$ cat src/rtl/output_port.sv
// Router output port: round-robin arbitration over crossbar requests, a small flit FIFO,
// and a credit-throttled link driver.
package router_pkg;
  localparam int unsigned ROUTER_PORTS = 5;

  typedef enum logic [1:0] {
    HEAD_FLIT      = 2'd0,
    BODY_FLIT      = 2'd1,
    TAIL_FLIT      = 2'd2,
    HEAD_TAIL_FLIT = 2'd3
  } flit_type_t;

  typedef struct packed {
    flit_type_t  flit_type;
    logic [2:0]  dst;
    logic [26:0] payload;
  } router_pipeline_bus_t;
endpackage

module output_port #(
  parameter int unsigned NUM_OF_PORTS = router_pkg::ROUTER_PORTS,
  parameter int unsigned PORT_ID      = 0,
  parameter int unsigned FIFO_DEPTH   = 4,
  parameter int unsigned CREDITS      = 4
) (
  input  logic                              clk,
  input  logic                              rst,
  input  logic [NUM_OF_PORTS-1:0]           i_outport_req,
  output logic [NUM_OF_PORTS-1:0]           o_outport_ack,
  input  logic                              i_valid,
  input  router_pkg::router_pipeline_bus_t  i_s2o,
  input  logic                              i_is_tail,
  output logic                              o_valid,
  output router_pkg::router_pipeline_bus_t  o_flit,
  input  logic                              i_credit_return,
  output logic                              o_busy,
  output logic                              o_overflow,
  output logic [2:0]                        o_port_id
);
  localparam int unsigned PW  = (NUM_OF_PORTS > 1) ? $clog2(NUM_OF_PORTS) : 1;
  localparam int unsigned AW  = $clog2(FIFO_DEPTH);
  localparam int unsigned CW  = $clog2(FIFO_DEPTH) + 1;
  localparam int unsigned CRW = $clog2(CREDITS + 1);

  typedef enum logic {IDLE, LOCKED} state_t;

  state_t                           state, state_nxt;
  logic [PW-1:0]                    rr_ptr, rr_ptr_nxt;
  logic [PW-1:0]                    owner, owner_nxt;
  logic                             ack_pulse, ack_pulse_nxt;
  logic [PW-1:0]                    winner_c;
  logic                             found_c;

  router_pkg::router_pipeline_bus_t mem [FIFO_DEPTH];
  logic [AW-1:0]                    rd_ptr, wr_ptr;
  logic [CW-1:0]                    count;
  logic [CRW-1:0]                   credit_cnt;
  logic                             fifo_full_c, pop_c, push_c, drop_c;

  assign fifo_full_c = (count == CW'(FIFO_DEPTH));
  assign pop_c       = (count != '0) && (credit_cnt != '0);
  // A same-cycle pop frees the slot, so a push into a full FIFO still lands
  assign push_c      = i_valid && (!fifo_full_c || pop_c);
  assign drop_c      = i_valid && fifo_full_c && !pop_c;

  assign o_busy        = (state == LOCKED);
  assign o_outport_ack = ack_pulse ? (NUM_OF_PORTS'(1) << owner) : '0;
  assign o_port_id     = 3'(PORT_ID);

  // Round-robin search: first requester at or above rr_ptr, wrapping
  always_comb begin
    winner_c = '0;
    found_c  = 1'b0;
    for (int unsigned i = 0; i < NUM_OF_PORTS; i++) begin
      if (!found_c && i_outport_req[PW'((32'(rr_ptr) + i) % NUM_OF_PORTS)]) begin
        winner_c = PW'((32'(rr_ptr) + i) % NUM_OF_PORTS);
        found_c  = 1'b1;
      end
    end
  end

  always_ff @(posedge clk) begin
    if (rst) begin
      state     <= IDLE;
      rr_ptr    <= '0;
      owner     <= '0;
      ack_pulse <= 1'b0;
    end else begin
      state     <= state_nxt;
      rr_ptr    <= rr_ptr_nxt;
      owner     <= owner_nxt;
      ack_pulse <= ack_pulse_nxt;
    end
  end

  always_comb begin
    state_nxt     = state;
    rr_ptr_nxt    = rr_ptr;
    owner_nxt     = owner;
    ack_pulse_nxt = 1'b0;
    case (state)
      IDLE: begin
        if (found_c && !fifo_full_c) begin
          state_nxt     = LOCKED;
          owner_nxt     = winner_c;
          ack_pulse_nxt = 1'b1;
          rr_ptr_nxt    = (winner_c == PW'(NUM_OF_PORTS - 1)) ? '0 : winner_c + PW'(1);
        end
      end
      LOCKED: begin
        // A tail releases the lock even when it is dropped on overflow
        if (i_valid && i_is_tail) state_nxt = IDLE;
      end
      default: state_nxt = IDLE;
    endcase
  end

  always_ff @(posedge clk) begin
    if (push_c) mem[wr_ptr] <= i_s2o;
  end

  always_ff @(posedge clk) begin
    if (rst) begin
      rd_ptr     <= '0;
      wr_ptr     <= '0;
      count      <= '0;
      credit_cnt <= CRW'(CREDITS);
      o_valid    <= 1'b0;
      o_flit     <= '0;
      o_overflow <= 1'b0;
    end else begin
      if (push_c) wr_ptr <= wr_ptr + AW'(1);
      if (pop_c) begin
        rd_ptr  <= rd_ptr + AW'(1);
        o_flit  <= mem[rd_ptr];
        o_valid <= 1'b1;
      end else begin
        o_flit  <= '0;
        o_valid <= 1'b0;
      end
      count <= count + CW'(push_c) - CW'(pop_c);
      if (pop_c && !i_credit_return) begin
        credit_cnt <= credit_cnt - CRW'(1);
      end else if (!pop_c && i_credit_return && (credit_cnt != CRW'(CREDITS))) begin
        credit_cnt <= credit_cnt + CRW'(1);
      end
      if (drop_c) o_overflow <= 1'b1;
    end
  end
endmodule

$ cat config.mk
export PLATFORM = sky130hd
export DESIGN_NAME = output_port
export DESIGN_NICKNAME = d
export VERILOG_FILES = /design/src/rtl/output_port.sv
export SDC_FILE = /design/constraint.sdc
export NUM_CORES = 1
export LEC_CHECK = 0
export ABC_AREA = 1
export CORE_AREA = 2 2 137 139
export DETAILED_ROUTE_END_ITERATION = 8
export DIE_AREA = 0 0 139 141
export HOLD_SLACK_MARGIN = 0.02
export PLACE_DENSITY = 0.65
export REMOVE_ABC_BUFFERS = 1
export SLEW_MARGIN = 0
export SYNTH_ARGS = -nofsm -noshare
export SYNTH_HDL_FRONTEND = slang
export SYNTH_SLANG_ARGS = --single-unit
$ cat constraint.sdc
create_clock -name clk -period 9 [get_ports clk]
set_input_delay 1.35 -clock clk [delete_from_list [all_inputs] [get_ports clk]]
set_output_delay 1.35 -clock clk [all_outputs]
set_load 0.005 [all_outputs]
==> qor.csv, run 1 <==
stage,metric,value,unit
synth,sequential area share after synthesis,60.74,%
setup_path,delay of the slowest critical-path stage,0.84,ns
cts,postcts setup bufs,0,
cts,CTS tree,built,
synth,fraction of registers with async set/reset,0,%
synth,Synthesis Warnings,0,
global_routing,antenna violations before repair,2,
finish,final net count,940,
setup_path,Setup Crit Path Kind,reg2reg,
global_routing,largest net degree at the start of global routing,66,
run,max cap viols,0,
timing,max_slew headroom,27.42,%
detailed_routing,Vias,5637,
cts,htree depth,4,
detailed_routing,# DRC,0,
timing,Slew Limit Fails,0,
timing,final hold slack,0.4684,ns
detailed_routing,routed vias/inst,5.042,
cts,clk_lat worst skew,0.42,ns
synth,synth unique cells,45,
finish,register cell area after layout,4886,µm²
timing,worst-margin pin slew,1.086,ns
timing,Tmin final,4.726,ns
cts,CTS Hold Bufs,0,
pwr,VDD IR max,0.1698,mV
floorplanning,area of the core,18270,µm²
setup_path,Required @ worst endpoint,9.35,ns
synth,cells after synthesis,792,
cts,CTS-repair resized insts,0,
finish,utilization after layout,52.88,%
timing,clock skew,0.01148,ns
finish,Layout fillers,1637,
setup_path,"Max FO, Critical Path",16,
global_routing,routing usage on met2,28.68,%
cts,CTS max path bufs,2,
pwr,P_leak,0.003723,µW
global_routing,global routing's busiest layer,met2,
timing,final hold viol count,0,
floorplanning,Initial Utilization,44.02,%
timing,TNS Setup,0,ns
floorplanning,# rows,50,
detailed_routing,TritonRoute pass-1 iters,4,
place,HPWL Detailed,10020,µm
min_path,Hold WC Path Type,reg2reg,
synth,Post-Syn Area,8041,µm²
finish,"most common cell after layout, fill and taps aside",nor2_1,
synth,"FF+latch count, synth",180,
setup_path,CP endpoint kind,flip-flop,
global_routing,number of global-route vias before repair,5470,
cts,Sink Count,180,
finish,most frequent cells in the layout,"143 x nor2_1, 128 x edfxtp_1, 83 x nand2_1, 83 x o21ai_0, 81 x clkdlybuf4s50_1",
timing,highest clock rate,0.2116,GHz
global_routing,GR Util All Layers,17.40,%
global_routing,GR Layer Usage met1,22.35,%
global_routing,first-pass GRT wire length,26930,µm
setup_path,"Slowest-stage cell, CP",dfxtp_1,
global_routing,remaining global-route overflow,0,
timing,fin crit share,52.51,%
detailed_routing,Initial DRC Count,294,
setup_path,Critical Path AT,5.08,ns
finish,synth-to-layout area growth,20.12,%
floorplanning,Die Area,19600,µm²
finish,footprint of the multi-input gates,2759,µm²
synth,"Primary FF master, synth",edfxtp_1,
cts,clk root buf,clkbuf_16,
detailed_routing,final WL,16300,µm
place,RD Place Congestion,0.8058,
place,number of port buffers,81,
timing,RSZ-0062 raised after global routing,false,
detailed_routing,wire length per cell,14.58,µm
pwr,Cell Pwr Density,323.6,nW/µm²
detailed_routing,ANT nets after route,0,
setup_path,Worst setup SP type,flip-flop,
floorplanning,# IOs,85,
cts,Num CTS Buffers,17,
cts,clock transition at the registers of the reported paths,0.06,ns
synth,Mean Syn Cell Area,10.15,µm²
finish,share of cells above drive strength 1,10.53,%
floorplanning,DIE WIDTH,139,µm
setup_path,"most used cell, CP",nand2_1,
synth,Post-synth EDFFs,128,
timing,PnR worst setup slack,4.274,ns
timing,final setup vio count,0,
outcome,status,finished clean,
finish,Final Non-Filler Cells,1118,
global_routing,met3 Use GR,4.552,%
floorplanning,die height,141,µm
place,pre-CTS setup slack,4.325,ns
place,Placed Cells,1085,
## cell usage after synthesis, types with 3 or more instances
| cell | number | area share, % |
|---|---|---|
| nand2_4 | 4 | 0.56 |
| nor2_2 | 4 | 0.31 |
| a21oi_2 | 3 | 0.33 |
| inv_2 | 5 | 0.23 |
| nand3_1 | 26 | 1.6 |
| a21oi_1 | 51 | 3.2 |
| o21ai_1 | 11 | 0.68 |
| xor2_1 | 6 | 0.65 |
| o211ai_1 | 3 | 0.28 |
| nor2_1 | 147 | 6.9 |
| nand2_1 | 83 | 3.9 |
| ha_1 | 26 | 4.0 |
| o21ai_0 | 83 | 5.2 |
| buf_4 | 4 | 0.37 |
| nand3_2 | 7 | 0.87 |
| nand4_1 | 6 | 0.47 |
| dfxtp_1 | 52 | 13 |
| clkbuf_1 | 25 | 1.2 |
| nor3_1 | 5 | 0.31 |
| edfxtp_1 | 128 | 48 |
| inv_1 | 66 | 3.1 |
| nand2_2 | 17 | 1.3 |
## area by class of cell
cell class	instances	area share, %
tap	234	3.031
inverter	74	2.915
timing repair buffer	89	9.016
antenna	1	0.02591
clock inverter	12	1.347
sequential	180	50.58
multi-input combinational	508	28.56
clock buffer	20	4.521
## where the power goes
| part | switching (µW) | total (µW) | leakage (µW) | internal, µW |
|---|---|---|---|---|
| Combinational | 827 | 1310 | 0.00185 | 485 |
| Clock | 298 | 708 | 0.000271 | 409 |
| Sequential | 64.7 | 1110 | 0.00160 | 1040 |
| Total | 1190 | 3130 | 0.00372 | 1940 |
## worst paths after layout
kind	cells past startpoint	slack [ns]	endpoint	start
max reg2reg	30	4.27	rr_ptr[2]$_SDFFE_PP0P_	rr_ptr[0]$_SDFFE_PP0P_
min reg2reg	1	0.47	credit_cnt[0]$_SDFFE_PP0P_	credit_cnt[0]$_SDFFE_PP0P_
max	30	4.27	rr_ptr[2]$_SDFFE_PP0P_	rr_ptr[0]$_SDFFE_PP0P_
min	1	0.47	credit_cnt[0]$_SDFFE_PP0P_	credit_cnt[0]$_SDFFE_PP0P_
## routing by layer
layer	share of wire, %	wire length (µm)
met1	45	7276
met2	48	7782
met3	6.2	1004
met4	1.3	219
met5	0.098	16
## flip-flops by register name (all words and copies together), names as in the netlist
name,cells
o_busy,1
o_overflow,1
rr_ptr,3
ack_pulse,1
mem,128
credit_cnt,3
owner,3
o_flit,32
o_valid,1
rd_ptr,2
wr_ptr,2
count,3
## cells by family (layout without fill, tap and decap cells)
kind of cell / Yosys count / after routing / share of synthesized area (%)
adders and majority gates: 28 / 28 / 4.543
and+or+nand+nor: 308 / 308 / 17.61
other: 1 / 4 / 0.04663
xor gates and xnor gates: 9 / 9 / 1.214
buffers and inverters: 106 / 195 / 5.290
muxes: 1 / 1 / 0.1245
AOI/OAI and AO/OA: 159 / 159 / 10.42
DFF: 180 / 180 / 60.74
## per-stage QoR
stage / total power, µW / area, µm²
3_5_place_dp: 2439 / 9090
2_1_floorplan: 2012 / 7905
5_1_grt: 3382 / 9657
3_3_place_gp: 2412 / 9090
6_report: 3126 / 9659
4_1_cts: 3148 / 9657
## worst max-delay path, delay by kind of cell (launching register included)
family,cells,cell delay [ns]
fa+ha+maj,5,1.12
flops,1,0.84
simple gates,15,1.37
compound gates,3,0.46
buf+inv,6,0.59
xor+xnor,1,0.29
Power figures use the tool's default switching activity.
==> run 2, diff against run 1 <==
--- a/config.mk
+++ b/config.mk
@@ -10,7 +10,7 @@
 export DETAILED_ROUTE_END_ITERATION = 8
 export DIE_AREA = 0 0 139 141
 export HOLD_SLACK_MARGIN = 0.02
-export PLACE_DENSITY = 0.65
+export PLACE_DENSITY = 0.68
 export REMOVE_ABC_BUFFERS = 1
 export SLEW_MARGIN = 0
 export SYNTH_ARGS = -nofsm -noshare
==> constraint.sdc (replaced) <==
create_clock -name clk -period 4 [get_ports clk]
set_input_delay 0.6 -clock clk [delete_from_list [all_inputs] [get_ports clk]]
set_output_delay 0.6 -clock clk [all_outputs]
set_load 0.005 [all_outputs]
==> run 2 against run 1 <==
  * Die area unchanged
  * Via count up 0.59%
  * Combinational power increased by 150%
  * Non-clock buffer count up 16
  * Register-to-register slack got worse by 4.0 ns
  * Largest cell class unchanged
  * Cell count increased by 1.4%
  * Largest power group unchanged
  * Wire length is 2.2% higher
  * Count of clock-buffer cells in the layout down 3
==> qor.csv, run 2 (synthesis gave the netlist of run 1 again) <==
stage,metric,value,unit,change
place,RD Place Congestion,0.9085,,+13%
setup_path,Worst setup SP type,flip-flop,,
timing,max_slew headroom,47.70,%,+20 points
global_routing,largest net degree at the start of global routing,67,,+1.5%
pwr,P_sw,2866,µW,+140%
min_path,hold depth,1,,unchanged
cts,clk root buf,clkbuf_16,,
global_routing,number of global-route vias before repair,5353,,-2.1%
detailed_routing,wire length per cell,14.69,µm,+0.78%
detailed_routing,TritonRoute pass-1 iters,4,,unchanged
finish,Layout fillers,1596,,-2.5%
min_path,Hold Path End,credit_cnt[0]$_SDFFE_PP0P_,,
pwr,switch share,39.05,%,+0.98 points
finish,final net count,956,,+1.7%
place,HPWL Detailed,10250,µm,+2.4%
setup_path,Top delay family on crit path,simple AND/OR/NAND/NOR gates,,
setup_path,Setup Crit Path Kind,reg2reg,,
pwr,Clock Power Share,22.8,%,+0.2 points
detailed_routing,ANT nets after route,0,,unchanged
pwr,Sequential Power Share,33.5,%,-1.9 points
setup_path,"most used cell, CP",nand2_2,,
timing,final setup vio count,0,,unchanged
setup_path,Reg2Reg Depth,28,,-6.7%
finish,footprint of the multi-input gates,2889,µm²,+4.7%
outcome,status,finished clean,,
timing,clock skew,0.01151,ns,+0.00002770 ns
finish,max reg flops,128,,unchanged
floorplanning,DIE WIDTH,139,µm,unchanged
floorplanning,Die Area,19600,µm²,unchanged
finish,synth-to-layout area growth,23.96,%,
timing,worst-margin pin slew,0.7826,ns,-0.3036 ns
setup_path,"Slowest-stage cell, CP",dfxtp_1,,
detailed_routing,# DRC,0,,unchanged
pwr,P_int,4474,µW,+130%
cts,clock transition at the registers of the reported paths,0.07,ns,about the same
finish,most frequent cells in the layout,"143 x nor2_1, 128 x edfxtp_1, 83 x o21ai_0",,
pwr,Cell Pwr Density,736.3,nW/µm²,+130%
run,max cap viols,0,,unchanged
setup_path,Critical Path AT,4.07,ns,-1.01 ns
timing,PnR worst setup slack,0.2498,ns,-4.024 ns
finish,largest registers,"mem x128, o_flit x32",,
setup_path,Required @ worst endpoint,4.32,ns,-5.03 ns
detailed_routing,Vias,5670,,+0.59%
pwr,P_leak,0.003859,µW,+3.7%
pwr,VDD IR max,0.3825,mV,+130%
min_path,Hold WC Path Type,reg2reg,,
global_routing,GR Util All Layers,17.19,%,-0.21 points
floorplanning,# IOs,85,,unchanged
timing,Tmin final,3.750,ns,-0.9757 ns
global_routing,first-pass GRT wire length,26620,µm,-1.2%
setup_path,CP endpoint kind,flip-flop,,
setup_path,"Max FO, Critical Path",4,,-12
detailed_routing,final WL,16660,µm,+2.2%
min_path,worst hold start,credit_cnt[0]$_SDFFE_PP0P_,,
global_routing,antenna violations before repair,1,,-1
timing,final hold viol count,0,,unchanged
cts,Num CTS Buffers,17,,unchanged
cts,clk_lat worst skew,0.43,ns,about the same
cts,CTS max path bufs,2,,unchanged
cts,htree depth,4,,unchanged
cts,Sink Count,180,,unchanged
setup_path,register-to-register setup slack,0.25,ns,-4.02 ns
finish,Reg with most FFs,mem,,
detailed_routing,routed vias/inst,5.000,,-0.83%
setup_path,RR Endpoint,rr_ptr[1]$_SDFFE_PP0P_,,
place,number of port buffers,81,,unchanged
finish,share of cells above drive strength 1,14.79,%,+4.3 points
setup_path,delay of the slowest critical-path stage,0.31,ns,-0.53 ns
pwr,Pwr Total,7340,µW,+130%
setup_path,worst path bufs/invs,6,,unchanged
timing,Slew Limit Fails,0,,unchanged
floorplanning,Initial Utilization,44.02,%,unchanged
finish,register cell area after layout,4887,µm²,about the same
place,pre-CTS setup slack,0.06807,ns,-4.257 ns
floorplanning,die height,141,µm,unchanged
cts,CTS tree,built,,
global_routing,remaining global-route overflow,0,,unchanged
pwr,Combinational Power Share,43.7,%,+1.7 points
setup_path,reg-to-reg startpoint,rr_ptr[1]$_SDFFE_PP0P_,,
finish,"most common cell after layout, fill and taps aside",nor2_1,,
timing,fin crit share,93.75,%,+41 points
timing,highest clock rate,0.2667,GHz,+26%
detailed_routing,Initial DRC Count,407,,+38%
floorplanning,area of the core,18270,µm²,unchanged
floorplanning,# rows,50,,unchanged
run 2: cell count changes in the layout (fill, tap and decap cells not counted), sizes merged:
cell	previous run	this run
clkinvlp	2	1
buf	8	24
inv	74	81
bufinv	2	1
clkinv	8	6
clkbuf	20	17
run 2: what timing repair did:
| item | CTS | global route |
|---|---|---|
| setup buffers | 0 | 3 |
| hold buffers | 0 | 0 |
| endpoints found under the setup margin | 0 | 8 |
| resized for setup | 0 | 26 |
run 2: metrics by stage:
stage | TNS [ns] | instance area [µm²] | std cells | hold WS, ns | util (%)
floorplan | -0.2689 | 7905 | 762 | 0.4221 | -
global placement | 0 | 9210 | 1098 | 0.4372 | 50.42
detailed placement | 0 | 9210 | 1098 | 0.4419 | 50.42
CTS | 0 | 9818 | 1130 | 0.4507 | 53.75
global route | -0.2193 | 9966 | 1133 | 0.5054 | 54.55
finish | 0 | 9968 | 1134 | 0.4571 | 54.57
run 2: worst register-to-register path, delay by kind of cell (launching register included):
family          cells  cell delay, ns
compound gates      3            0.38
xor+xnor            1            0.21
fa+ha+maj           5            1.04
buf+inv             6            0.40
flops               1            0.31
simple gates       13            1.32
run 2: area by class of cell:
type                       instances  share of cell area [%]
sequential                       180                   49.03
multi-input combinational        508                   28.98
timing repair buffer             105                   10.10
clock buffer                      17                   4.268
tap                              234                   2.937
inverter                          74                   2.824
clock inverter                    15                   1.833
antenna                            1                 0.02510
run 2: power groups by stage:
| stage | combinational [µW] | clock [µW] | sequential, µW |
|---|---|---|---|
| 5_1_grt | 3630 | 1780 | 2490 |
| 3_5_place_dp | 3040 | 0 | 2500 |
| 6_report | 3210 | 1670 | 2460 |
| 3_3_place_gp | 2980 | 0 | 2490 |
| 2_1_floorplan | 1930 | 0 | 2600 |
| 4_1_cts | 3060 | 1700 | 2460 |
run 2: how the worst max path moves through the flow:
stage	start	to	slack (ns)	depth (start not counted)
after floorplan	rr_ptr[0]$_SDFFE_PP0P_	rr_ptr[2]$_SDFFE_PP0P_	-0.10	30
after global placement	rr_ptr[0]$_SDFFE_PP0P_	rr_ptr[1]$_SDFFE_PP0P_	0.21	29
after detailed placement	rr_ptr[1]$_SDFFE_PP0P_	rr_ptr[2]$_SDFFE_PP0P_	0.07	30
after CTS	rr_ptr[1]$_SDFFE_PP0P_	rr_ptr[2]$_SDFFE_PP0P_	0.04	30
after global routing	rr_ptr[1]$_SDFFE_PP0P_	rr_ptr[0]$_SDFFE_PP0P_	-0.09	29
final	rr_ptr[1]$_SDFFE_PP0P_	rr_ptr[1]$_SDFFE_PP0P_	0.25	28
run 2: routing by layer:
metal	up-vias	part of all wire (%)	track usage, %	routed length, µm
met3	19	4.8	3.872	797
li1	2850	-	-	-
met1	2673	46	23.30	7625
met5	-	0	0	0
met2	128	48	27.30	7989
met4	0	1.5	6.326	248
